### config.mk
export PLATFORM = sky130hd
export DESIGN_NAME = alu_cmd_seq
export DESIGN_NICKNAME = d
export VERILOG_FILES = /design/src/rtl/alu_cmd_seq.sv
export SDC_FILE = /design/constraint.sdc
export NUM_CORES = 1
export LEC_CHECK = 0
export BUFFER_PORTS_ARGS = -buffer_cell sky130_fd_sc_hd__buf_2
export CORE_ASPECT_RATIO = 1.25
export CORE_UTILIZATION = 55
export DETAILED_ROUTE_END_ITERATION = 12
export GPL_ROUTABILITY_DRIVEN = 0
export PLACE_DENSITY = 0.88
export SKIP_LAST_GASP = 1
export SYNTH_ARGS = -nofsm -noshare
export SYNTH_HDL_FRONTEND = slang
export SYNTH_SLANG_ARGS = --single-unit
### constraint.sdc
create_clock -name clk -period 3.6 [get_ports clk]
set_input_delay 0.72 -clock clk [delete_from_list [all_inputs] [get_ports clk]]
set_output_delay 0.72 -clock clk [all_outputs]
set_load 0.03 [all_outputs]
### src/rtl/alu_cmd_seq.sv
// Operand/opcode entry sequencer in front of a combinational ALU.
// Conditions the enter/clear buttons, walks A -> B -> OP -> EXEC -> SHOW,
// and captures the ALU result and flags for display.
module alu_cmd_seq #(
   parameter int unsigned DB_CYCLES = 16,
   parameter int unsigned DATA_W    = 4,
   parameter int unsigned OP_W      = 3
) (
   input  logic              clk,
   input  logic              rst_n,
   input  logic [DATA_W-1:0] sw,
   input  logic [OP_W-1:0]   op_sw,
   input  logic              btn,
   input  logic              clr,
   output logic [DATA_W-1:0] alu_a,
   output logic [DATA_W-1:0] alu_b,
   output logic [OP_W-1:0]   alu_op,
   input  logic [DATA_W-1:0] alu_result,
   input  logic              alu_carry,
   input  logic              alu_overflow,
   input  logic              alu_zero,
   output logic [DATA_W-1:0] res_q,
   output logic              carry_q,
   output logic              overflow_q,
   output logic              zero_q,
   output logic              res_valid,
   output logic [2:0]        state_o
);

   localparam int unsigned CNT_W = (DB_CYCLES > 2) ? $clog2(DB_CYCLES) : 1;
   localparam int unsigned NBTN  = 2;

   typedef enum logic [2:0] {
      S_A    = 3'd0,
      S_B    = 3'd1,
      S_OP   = 3'd2,
      S_EXEC = 3'd3,
      S_SHOW = 3'd4
   } state_t;

   // Button conditioning: index 0 = btn, index 1 = clr
   logic [NBTN-1:0]  raw;
   logic [NBTN-1:0]  sync1;
   logic [NBTN-1:0]  sync2;
   logic [NBTN-1:0]  stable;
   logic [NBTN-1:0]  press;
   logic [CNT_W-1:0] cnt [NBTN];
   logic             btn_press;
   logic             clr_press;

   assign raw       = {clr, btn};
   assign btn_press = press[0];
   assign clr_press = press[1];

   // Two-flop synchroniser, debounce counter and registered rising-edge pulse
   always_ff @(posedge clk or negedge rst_n) begin
      if (!rst_n) begin
         sync1  <= '0;
         sync2  <= '0;
         stable <= '0;
         press  <= '0;
         cnt[0] <= '0;
         cnt[1] <= '0;
      end else begin
         sync1 <= raw;
         sync2 <= sync1;
         for (int i = 0; i < NBTN; i++) begin
            press[i] <= 1'b0;
            if (sync2[i] == stable[i]) begin
               cnt[i] <= '0;
            end else if (cnt[i] == CNT_W'(DB_CYCLES - 1)) begin
               stable[i] <= sync2[i];
               cnt[i]    <= '0;
               press[i]  <= sync2[i];
            end else begin
               cnt[i] <= cnt[i] + CNT_W'(1);
            end
         end
      end
   end

   // Entry FSM and datapath registers
   state_t            state_q, state_d;
   logic [DATA_W-1:0] a_q, a_d, b_q, b_d, res_r, res_d;
   logic [OP_W-1:0]   op_q, op_d;
   logic              c_q, c_d, v_q, v_d, z_q, z_d, valid_q, valid_d;

   // State register
   always_ff @(posedge clk or negedge rst_n) begin
      if (!rst_n) state_q <= S_A;
      else        state_q <= state_d;
   end

   // Next-state logic; clear wins over enter
   always_comb begin
      state_d = state_q;
      if (clr_press) begin
         state_d = S_A;
      end else begin
         case (state_q)
            S_A:     if (btn_press) state_d = S_B;
            S_B:     if (btn_press) state_d = S_OP;
            S_OP:    if (btn_press) state_d = S_EXEC;
            S_EXEC:  state_d = S_SHOW;
            S_SHOW:  if (btn_press) state_d = S_A;
            default: state_d = S_A;
         endcase
      end
   end

   // Next values of operand, opcode and result registers
   always_comb begin
      a_d     = a_q;
      b_d     = b_q;
      op_d    = op_q;
      res_d   = res_r;
      c_d     = c_q;
      v_d     = v_q;
      z_d     = z_q;
      valid_d = valid_q;
      if (clr_press) begin
         a_d     = '0;
         b_d     = '0;
         op_d    = '0;
         res_d   = '0;
         c_d     = 1'b0;
         v_d     = 1'b0;
         z_d     = 1'b0;
         valid_d = 1'b0;
      end else begin
         case (state_q)
            S_A: if (btn_press) begin
               a_d     = sw;
               valid_d = 1'b0;
            end
            S_B:  if (btn_press) b_d  = sw;
            S_OP: if (btn_press) op_d = op_sw;
            S_EXEC: begin
               res_d   = alu_result;
               c_d     = alu_carry;
               v_d     = alu_overflow;
               z_d     = alu_zero;
               valid_d = 1'b1;
            end
            default: ;
         endcase
      end
   end

   // Datapath registers
   always_ff @(posedge clk or negedge rst_n) begin
      if (!rst_n) begin
         a_q     <= '0;
         b_q     <= '0;
         op_q    <= '0;
         res_r   <= '0;
         c_q     <= 1'b0;
         v_q     <= 1'b0;
         z_q     <= 1'b0;
         valid_q <= 1'b0;
      end else begin
         a_q     <= a_d;
         b_q     <= b_d;
         op_q    <= op_d;
         res_r   <= res_d;
         c_q     <= c_d;
         v_q     <= v_d;
         z_q     <= z_d;
         valid_q <= valid_d;
      end
   end

   assign alu_a      = a_q;
   assign alu_b      = b_q;
   assign alu_op     = op_q;
   assign res_q      = res_r;
   assign carry_q    = c_q;
   assign overflow_q = v_q;
   assign zero_q     = z_q;
   assign res_valid  = valid_q;
   assign state_o    = state_q;

endmodule

==> results.json <==
{
  "cts_buffers": 5,
  "setup_viol": 0,
  "syn_inst": 126,
  "num_rows": 21,
  "cts.htree.levels": 2,
  "antenna_cells": 0,
  "wirelength_um": 2880,
  "grt_max_degree": 39,
  "required_ns": 2.88,
  "grt_pass1_wl_um": 4470,
  "crit_buf_inv": 1,
  "clock_path_buffers": 2,
  "cts_tree": "yes",
  "cp_cell_sequence": "buf_2",
  "ys_seq_area_frac": 0.599,
  "drt-pass1-iter-count": 4,
  "num_io_pins": 40,
  "slew_viol_final": 0,
  "power_frac_seq": 0.622,
  "cap_violations": 0,
  "p_sw_frac": 0.233,
  "clk_pin_slew_worst_paths_ns": 0.11,
  "die_y_um": 62.1,
  "synth_area_um2": 1590,
  "die_x_um": 50.1,
  "synth_cell_types": 23,
  "drive_gt1_frac": 0.313,
  "combPwrFrac": 0.067,
  "cp_max_fo": 10,
  "status": "completed",
  "cp-end-kind": "primary output",
  "crit_family": "flip-flops",
  "place_hpwl_um": 2120,
  "crit_slowest_cell": "dfrtp_1",
  "finalCoreUtilization": 0.678,
  "cts-root-buf": "clkbuf_4",
  "slew_headroom": 0.473,
  "p_leak_nw": 0.944,
  "numPortBuffers": 39,
  "first_iter_violations": 10,
  "vias_per_cell": 5.38,
  "fin_crit_ns": 1.90,
  "fillerInstances": 205,
  "nets": 185,
  "cts-resized-gates": 0,
  "fmax_mhz": 526,
  "core_area_um2": 2710,
  "synth_seq_cells": 38,
  "globalRoute.totalOverflow": 0,
  "fin_tns_setup_ns": 0,
  "grt_pass1_vias": 1085,
  "slowest_delay_ns": 0.58,
  "grt_usage": 0.204,
  "drc_errors": 0,
  "wire_per_inst_um": 14.4,
  "die_area_um2": 3110,
  "area_growth_syn_to_layout_pct": 15.5,
  "synth_nets": 146,
  "cts-hold-fix-buffers": 0,
  "finalCritPeriodShare": 0.528,
  "clockPowerShare": 0.311,
  "post_cts_buffers": 0,
  "tightest_slew_ns": 0.790,
  "synth_area_per_cell_um2": 12.6,
  "p_switching_mw": 0.168,
  "rsz0062_at_grt": "false",
  "antenna_found_initial": 0,
  "vias": 1075,
  "ant_nets": 0,
  "power_per_cell_area_nw_per_um2": 392,
  "skew_ns": 0.00517,
  "cts_sinks": 38,
  "hold_viol": 0,
  "yosysWarnings": 0,
  "hold_class": "reg -> reg",
  "p_int_mw": 0.552,
  "path_class": "reg -> out",
  "insertion_delay_ns": 0.33,
  "start_kind": "flop",
  "initial_core_util": 0.587,
  "worstPathArrival_ns": 1.18,
  "vdd_drop_max_mv": 0.268
}
==> state kept, by name (all words and copies together), names as in the netlist, 2 cells and up <==
signal	count
res_q	4
alu_op	3
press	2
sync1	2
state_o	3
cnt	8
alu_b	4
stable	2
alu_a	4
sync2	2
==> path summary, 6_finish.rpt <==
check,startpoint,to,slack (ns),depth (start not counted)
worst max-delay path,state_o[0],state_o[0],1.70,1
worst min-delay path,sync1[0],sync2[0],0.36,0
worst max register to register,state_o[0],res_q[3],2.12,3
worst min register to register,sync1[0],sync2[0],0.36,0
max in group asynchronous,rst_n,cnt[1],2.64,1
min in group asynchronous,rst_n,res_valid,0.46,1
==> synthesized netlist by cell type (all sizes together) <==
library cell / instances / area (um2)
o21ai: 2 / 10.0
buf: 6 / 47.5
xnor2: 4 / 35.0
and4bb: 2 / 28.8
nor3: 3 / 15.0
nor2: 21 / 78.8
or3b: 1 / 8.76
nand3: 2 / 10.0
ha: 2 / 25.0
nand4b: 2 / 17.5
nor3b: 4 / 30.0
mux2i: 20 / 200
dfrtp: 38 / 951
nor2b: 3 / 18.8
a21oi: 7 / 35.0
nor4b: 1 / 23.8
nand3b: 2 / 15.0
mux2: 2 / 22.5
inv: 3 / 11.3
clkbuf: 1 / 3.75
==> power groups by stage <==
stage	Combinational, mW	Sequential, mW	Clock [mW]
2_1_floorplan	0.0151	0.462	0
3_3_place_gp	0.0459	0.455	0
3_5_place_dp	0.0492	0.456	0
4_1_cts	0.0496	0.448	0.234
5_1_grt	0.0543	0.449	0.249
6_report	0.0481	0.448	0.224
==> stage by stage <==
step | power [mW] | area, um2 | worst slack (ns) | hold WS [ns] | cells
final | 0.720 | 1830 | 1.70 | 0.362 | 200
after global routing | 0.752 | 1830 | 1.65 | 0.369 | 200
after CTS | 0.731 | 1830 | 1.69 | 0.365 | 200
after detailed placement | 0.505 | 1770 | 2.08 | 0.341 | 192
after global placement | 0.500 | 1770 | 2.13 | 0.332 | 192
after floorplan | 0.477 | 1590 | 2.15 | 0.331 | 126
==> area by class of cell <==
type	instances	area, um2	share of cell area
well taps	34	42.5	0.0232
multi-input cells	78	574	0.313
clock inverters	1	5.00	0.00273
repair buffers	39	195	0.106
flip-flops and latches	38	951	0.518
clock buffers	7	55.1	0.0300
inverters	3	11.3	0.00614
==> cells by family (layout without fill, tap and decap cells) <==
group / after synthesis / count (layout) / share of synthesized area
fa+ha+maj: 2 / 2 / 0.0158
buf+inv: 10 / 50 / 0.0394
mux: 22 / 22 / 0.140
flops: 38 / 38 / 0.599
simple gates: 41 / 41 / 0.155
compound gates: 9 / 9 / 0.0284
xor+xnor: 4 / 4 / 0.0221
==> per-layer routing <==
layer | global-route usage | part of all wire | vias up
li1 | - | - | 507
met5 | 0 | 0 | -
met2 | 0.373 | 0.53 | 30
met3 | 0.0438 | 0.036 | 7
met1 | 0.214 | 0.41 | 531
met4 | 0.135 | 0.024 | 0
==> cell usage in the layout (no fill, tap or decap) <==
cell,instances
nor3_1,3
clkinv_2,1
nor2_1,21
inv_1,3
clkbuf_8,1
nand4b_1,2
and4bb_2,1
or3b_2,1
o21ai_0,2
nor2b_1,3
nor4b_4,1
dfrtp_1,38
nand3b_1,2
xnor2_1,4
mux2i_1,20
and4bb_4,1
mux2_2,2
clkbuf_4,5
clkbuf_1,1
nor3b_1,4
buf_2,39
ha_1,2
a21oi_1,7
nand3_1,2
Note: power is estimated with default switching activity, not from simulation.
